[config.mk]
export PLATFORM = sky130hd
export DESIGN_NAME = bcd_countdown_timer
export DESIGN_NICKNAME = d
export VERILOG_FILES = /design/src/rtl/countdown_pkg.sv /design/src/rtl/bcd_digit_down.sv /design/src/rtl/bcd_countdown_timer.sv
export SDC_FILE = /design/constraint.sdc
export NUM_CORES = 1
export LEC_CHECK = 0
export BUFFER_PORTS_ARGS = -buffer_cell sky130_fd_sc_hd__clkbuf_2
export CAP_MARGIN = 0
export CORE_UTILIZATION = 46
export DETAILED_ROUTE_END_ITERATION = 7
export GPL_ROUTABILITY_DRIVEN = 0
export HOLD_SLACK_MARGIN = 0.05
export PLACE_DENSITY = 0.71
export SKIP_LAST_GASP = 1
export SYNTH_ARGS = -nofsm -noshare
export SYNTH_HDL_FRONTEND = slang
export SYNTH_SLANG_ARGS = --single-unit
[constraint.sdc]
create_clock -name clk -period 2.3 [get_ports clk]
set_input_delay 0.115 -clock clk [delete_from_list [all_inputs] [get_ports clk]]
set_output_delay 0.115 -clock clk [all_outputs]
set_load 0.05 [all_outputs]
[src/rtl/countdown_pkg.sv]
// countdown_pkg: shared state encoding, BCD digit type and saturation helper for the BCD countdown timer.
package countdown_pkg;
    typedef enum logic [1:0] {IDLE, RUN, PAUSE, EXPIRED} cd_state_t;
    typedef logic [3:0] bcd_digit_t;
    localparam bcd_digit_t BCD_MAX = 4'd9;
    function automatic bcd_digit_t bcd_sat(input bcd_digit_t digit);
        return (digit > BCD_MAX) ? BCD_MAX : digit;
    endfunction
endpackage

[src/rtl/bcd_digit_down.sv]
// bcd_digit_down: one BCD digit register with saturating load and borrow-driven decrement.
module bcd_digit_down
    import countdown_pkg::*;
(
    input  logic       clk,
    input  logic       reset,
    input  logic       load,
    input  logic       borrow_in,
    input  bcd_digit_t load_val,
    output bcd_digit_t digit,
    output bcd_digit_t digit_next,
    output logic       borrow_out,
    output logic       zero
);
    assign zero       = digit == 4'd0;
    assign borrow_out = zero & borrow_in;
    always_comb digit_next = load ? bcd_sat(load_val) : borrow_in ? (zero ? BCD_MAX : digit - 4'd1) : digit;
    always_ff @(posedge clk or posedge reset)
        if (reset) digit <= '0;
        else       digit <= digit_next;
endmodule

[src/rtl/bcd_countdown_timer.sv]
// bcd_countdown_timer: DIGITS-digit BCD down-counter with run/pause/expire control.
// Optional COUNTDOWN_WARN_EN adds WARN_LEVEL and a registered low-time warn output.
module bcd_countdown_timer
    import countdown_pkg::*;
#(
    parameter int DIGITS = 3,
    parameter bit WRAP   = 1'b0
`ifdef COUNTDOWN_WARN_EN
    ,
    parameter logic [4*DIGITS-1:0] WARN_LEVEL = 'h10
`endif
)(
    input  logic                clk,
    input  logic                reset,
    input  logic                tick,
    input  logic                start,
    input  logic                stop,
    input  logic                loadN,
    input  logic [4*DIGITS-1:0] datain,
    output logic [4*DIGITS-1:0] count,
    output logic                tc,
    output logic                done,
    output logic                busy
`ifdef COUNTDOWN_WARN_EN
    ,
    output logic                warn
`endif
);
    localparam int W = 4*DIGITS;
    cd_state_t state, state_next;
    logic [W-1:0] count_next;
    logic [DIGITS:0] borrow;
    logic [DIGITS-1:0] zero;
    logic dec, hit_zero, done_next, busy_next;

    assign dec       = (state == RUN) & tick & loadN & ~stop;
    assign borrow[0] = dec;
    // a borrow rippling out of the top digit is the zero-to-nines wrap, never a zero arrival
    assign hit_zero  = dec & ~borrow[DIGITS] & ~|count_next;
    assign tc        = &zero;

    for (genvar i = 0; i < DIGITS; i++) begin : g_digit
        bcd_digit_down u_digit (
            .clk        (clk),
            .reset      (reset),
            .load       (~loadN),
            .borrow_in  (borrow[i]),
            .load_val   (datain[4*i +: 4]),
            .digit      (count[4*i +: 4]),
            .digit_next (count_next[4*i +: 4]),
            .borrow_out (borrow[i+1]),
            .zero       (zero[i])
        );
    end

    always_ff @(posedge clk or posedge reset)
        if (reset) begin
            state <= IDLE;
            done  <= 1'b0;
            busy  <= 1'b0;
        end else begin
            state <= state_next;
            done  <= done_next;
            busy  <= busy_next;
        end

    always_comb begin
        state_next = state;
        if (!loadN)
            state_next = IDLE;
        else if (stop)
            state_next = (state == RUN) ? PAUSE : state;
        else if (start && ((state == IDLE && !tc) || state == PAUSE))
            state_next = RUN;
        else if (hit_zero && !WRAP)
            state_next = EXPIRED;
    end

    always_comb begin
        done_next = hit_zero;
        busy_next = state_next == RUN;
    end

`ifdef COUNTDOWN_WARN_EN
    // BCD packing preserves numeric order, so a plain unsigned compare is valid
    always_ff @(posedge clk or posedge reset)
        if (reset) warn <= 1'b0;
        else       warn <= (state_next == RUN || state_next == PAUSE) && |count_next && count_next <= WARN_LEVEL;
`endif
endmodule
==> summary.txt, run 1 <==
Outcome
  • Run status: completed

Clocking
  • Worst-Skew Late Latency: 290 ps
  • TritonCTS clock tree: built
  • Clk slew on worst S/H paths: 100 ps
  • CTS Hold Bufs: 2
  • H-tree Lvls: 1
  • # clock sinks: 16
  • Max Buffers Root-to-Sink: 2
  • Post-CTS setup repair buffer count: 0
  • Resized Gates After CTS: 0
  • Root Driver: clkbuf_4
  • Inserted Clock Buffers: 3

Timing
  • Share of the clock period used by the worst path: 97.0%
  • Fin. Hold Viols: 0
  • RSZ-0062 raised after global routing: false
  • Setup TNS: 0 ps
  • Max-slew violation count: 0
  • Clk_skew: 8.05 ps
  • Worst-Margin Slew: 614 ps
  • Fmax: 448 MHz
  • Post-layout minimum cycle time: 2230 ps
  • Finish-stage setup viols: 0
  • Slew headroom: 59.0%

Logic synthesis
  • Synthesized net count: 136
  • Syn. warnings: 0
  • Seq cells post-synth: 16
  • Most used DFF post-synth: dfrtp_1
  • Mapped Area: 1040 um^2
  • Synth Area per Inst: 8.85 um^2
  • Register area share after synthesis: 38.3%
  • Most frequent cells after synthesis: nor2_1, dfrtp_1, nand2_1, o21ai_0, inv_1
  • Fraction of registers with async set or reset after synthesis: 100%
  • Yosys top cell area share: 38.3%
  • Netlist cell types: 42
  • Top cells by area, synth: dfrtp_1, nor2_1, nand2_1
  • Yosys top cell by area: dfrtp_1
  • Count leader, synth: nor2_1
  • Syn Inst Count: 118
  • Post-synth EDFFs: 0

Route
  • Per-cell routed wire length: 14.0 um
  • # DRC: 0
  • Metal2 WL: 1280 um
  • DR WL met3: 186 um
  • Initial DRC count: 40
  • WL final: 2550 um
  • Drt pass-1 iters: 4
  • Post-route ant nets: 0
  • Top sig layer: met4
  • Vias: 1,027
  • Routed vias/inst: 5.64
  • Met1 Wirelength: 1060 um

Worst setup path
  • Setup CP Type: reg2reg
  • CP startpoint: state[1]
  • FF-to-FF Start: state[1]
  • CP endpoint kind: flop
  • WP data required: 2480 ps
  • Crit-path max FO: 9
  • Worst Setup Start Kind: flop
  • Worst EP arrival: 2410 ps

Worst hold path
  • Hold path start: datain[1]
  • Hold crit path type: in2reg

Layout
  • Layout cell share with drive strength beyond 1: 31.0%
  • Nets: 174
  • Area growth syn-to-layout: 23.7%
  • Layout Cells excl Fill: 182
  • # diodes: 0
  • Post-route cell area: 1290 um^2
  • Final Util: 63.3%

Power and ir drop
  • PwrDens: 566 nW/um^2
  • Pwr Total: 732 uW
  • Highest ir drop seen on vdd: 0.388 mV
  • Pleak: 0.619 nW

Global routing
  • Vias in the first global route: 955
  • Gr ovfl total: 0
  • Antenna violations before repair: 0
  • Gr usage total: 22.3%
  • First-pass GRT wire length: 4160 um
  • Largest net degree at the start of global routing: 17

Placement
  • Placement Cell Area: 1240 um^2
  • Placed instance count: 176
  • IO Port Bufs: 32
  • Hpwl dp: 1940 um

Die
  • I/O pins: 33
  • Core outline area: 2040 um^2
  • Initial cell density of the core: 51.2%
  • Rows: 16
  • Die area: 2470 um^2
  • Die X: 49.7 um
  • Die Y: 49.7 um

Job
  • Max_cap viols: 0
## cell type report
type                    instances  area, um^2
well taps                      27        33.8
flip-flops and latches         16         400
inverters                       7        26.3
repair buffers                 36         195
multi-input cells              92         601
fillers                       182         749
clock buffers                   4        36.3
## layout by cell type, fill, tap and decap left out, types with 2 or more instances in the layout
master | netlist | routed
clkbuf_2 | 0 | 32
nor2_1 | 18 | 17
nand2_1 | 16 | 16
dfrtp_1 | 16 | 16
o21ai_0 | 9 | 9
inv_1 | 7 | 7
a21oi_1 | 4 | 4
nand4_1 | 3 | 3
nor3_1 | 3 | 3
nand2b_1 | 3 | 3
clkbuf_4 | 0 | 3
nor4_1 | 2 | 2
nor2_2 | 1 | 2
mux2i_1 | 2 | 2
nor4_4 | 2 | 2
xor2_1 | 2 | 2
a31oi_1 | 2 | 2
o211ai_1 | 2 | 2
dlygate4sd3_1 | 0 | 2
buf_4 | 0 | 2
## layer usage
layer  up-vias  track usage (%)
met5         -                0
met4         0             5.71
met3         4             4.01
met2        54             39.0
met1       464             28.1
li1        505                -
## worst max-delay path, cell delays in order (launching register included)
cell and delay [ps]:
dfrtp_1 440, and4bb_1 490, nand3_1 220, nor2_2 170
mux2i_1 400, nor4_4 110, o311a_1 300
## stage by stage
| step | hold WS, ps | setup slack [ps] |
|---|---|---|
| 2_1_floorplan | 28.7 | 164 |
| 3_3_place_gp | 197 | 199 |
| 3_5_place_dp | 202 | 176 |
| 4_1_cts | 59.0 | 111 |
| 5_1_grt | 58.8 | 2.81 |
| 6_report | 57.3 | 69.3 |
## cell families after synthesis
kind of cell	Yosys count	synth area share, %
AOI/OAI and AO/OA	27	18.3
xor gates and xnor gates	3	2.52
buffers and inverters	10	4.43
DFF	16	38.3
muxes	3	3.23
and+or+nand+nor	59	33.2
## power by group
| part | internal [mW] | switching [mW] |
|---|---|---|
| sequential | 0.302 | 0.0340 |
| clock | 0.0963 | 0.0937 |
| combinational | 0.0638 | 0.143 |
## sequential cells by signal, summed over array words and instances (netlist names)
signal	count
busy	1
done	1
g_digit.u_digit.digit	12
state	2
## worst paths after layout
kind / to / slack, ps / cells after the start
setup reg to reg: state[1] / 70 / 6
hold / removal: g_digit[0].u_digit.digit[1] / 60 / 3
setup / recovery: state[1] / 70 / 6
max in group asynchronous: g_digit[2].u_digit.digit[1] / 1480 / 3
hold reg to reg: busy / 560 / 1
min in group asynchronous: state[0] / 410 / 3
Power figures use the tool's default switching activity.
==> run 2, diff against run 1 <==
RECOVER_POWER = 50   (was not set)
==> summary.txt, run 2 (synthesized netlist as in run 1, its figures left out) <==
Global routing
  • Gr usage total: 22.3%
  • Vias in the first global route: 955
  • First-pass GRT wire length: 4160 um
  • Antenna violations before repair: 0
  • Largest net degree at the start of global routing: 17
  • Gr ovfl total: 0

Layout
  • Most common cell after layout, fill and taps aside: clkbuf_2
  • Final Util: 62.9%
  • # diodes: 0
  • Nets: 174
  • Leading registers by flop count: g_digit.u_digit.digit x12, state x2
  • Biggest register: g_digit.u_digit.digit
  • Largest register FFs: 12
  • Layout cell share with drive strength beyond 1: 26.5%
  • Area growth syn-to-layout: 22.9%
  • Most frequent cells in the layout: clkbuf_2, nor2_1, nand2_1, dfrtp_1, o21ai_0
  • Fill count: 187

Worst setup path
  • Worst EP arrival: 2410 ps
  • FF-to-FF Start: state[1]
  • R2r worst-path depth: 6
  • Crit-path max FO: 9
  • WP data required: 2480 ps
  • Setup CP Type: reg2reg
  • Reg2reg end: state[1]
  • Worst Setup Start Kind: flop
  • CP endpoint kind: flop
  • CP startpoint: state[1]
  • R2r setup slk: 70 ps

Placement
  • IO Port Bufs: 32
  • Hpwl dp: 1940 um

Clocking
  • CTS Hold Bufs: 2
  • H-tree Lvls: 1
  • Post-CTS setup repair buffer count: 0
  • Resized Gates After CTS: 0
  • Root Driver: clkbuf_4
  • Max Buffers Root-to-Sink: 2
  • # clock sinks: 16
  • Clk slew on worst S/H paths: 100 ps
  • Worst-Skew Late Latency: 290 ps
  • TritonCTS clock tree: built
  • Inserted Clock Buffers: 3

Timing
  • Finish-stage setup viols: 0
  • Share of the clock period used by the worst path: 96.8%
  • Post-layout minimum cycle time: 2230 ps
  • Fin. Hold Viols: 0
  • Max-slew violation count: 0
  • Clk_skew: 5.79 ps
  • Slew headroom: 58.6%
  • Final hold slack: 56.9 ps
  • RSZ-0062 raised after global routing: false
  • Setup TNS: 0 ps
  • Fmax: 449 MHz
  • Worst-Margin Slew: 620 ps

Route
  • WL final: 2580 um
  • Routed vias/inst: 5.63
  • Drt pass-1 iters: 4
  • Per-cell routed wire length: 14.2 um
  • # DRC: 0
  • Vias: 1,025
  • Initial DRC count: 40
  • Post-route ant nets: 0

Die
  • Core outline area: 2040 um^2
  • Initial cell density of the core: 51.2%
  • Die Y: 49.7 um
  • Die X: 49.7 um
  • Die area: 2470 um^2
  • I/O pins: 33
  • Rows: 16

Outcome
  • Run status: completed

Power and ir drop
  • PwrDens: 569 nW/um^2
  • Highest ir drop seen on vdd: 0.389 mV
  • Pleak: 0.598 nW

Worst hold path
  • Hold path start: datain[1]
  • Hold crit path type: in2reg
  • Hold EP: g_digit[0].u_digit.digit[1]
  • Hold depth: 3

Job
  • Max_cap viols: 0
## run 2: cell types whose count changed in the layout (fill, tap and decap cells not counted)
cell,previous run,this run
clkbuf_1,0,7
clkbuf_2,32,25
## run 2: final cells by class
type	instances	area (um^2)	share of cell area, %
Multi-Input combinational cell	92	601	46.8
Sequential cell	16	400	31.2
Timing Repair Buffer	36	186	14.5
Clock buffer	4	36.3	2.83
Tap cell	27	33.8	2.63
Inverter	7	26.3	2.05
## run 2: worst max path at each step
stage,end,slack (ps),cells past startpoint
final,state[1],70,6
after global routing,state[1],3,6
after CTS,state[1],110,6
after detailed placement,state[1],180,6
after global placement,state[1],200,6
after floorplan,state[1],160,6
## run 2: per-layer routing
metal  vias to the layer above  GRT usage (%)  share of wire (%)
li1                        508              -                  -
met1                       466           28.1                 42
met2                        47           39.0                 50
met3                         4           4.01                6.2
met4                         0           5.71                1.2
met5                         -              0                  0
## run 2: critical path, cell delays in order (launching register included)
cell,delay [ps]
dfrtp_1,440
and4bb_1,490
nand3_1,210
nor2_2,170
mux2i_1,400
nor4_4,110
o311a_1,300
## run 2: report_power, final
group | internal, mW | switching (mW)
Combinational | 0.0616 | 0.143
Clock | 0.0963 | 0.0935
Sequential | 0.302 | 0.0342
Total | 0.460 | 0.271
## run 2: metrics by stage
step / total power [mW] / cells / area [um^2] / setup WS (ps)
floorplan: 0.484 / 118 / 1050 / 164
global placement: 0.541 / 176 / 1240 / 199
detailed placement: 0.545 / 176 / 1240 / 176
CTS: 0.736 / 182 / 1290 / 111
global route: 0.771 / 182 / 1280 / 2.81
finish: 0.730 / 182 / 1280 / 74.6
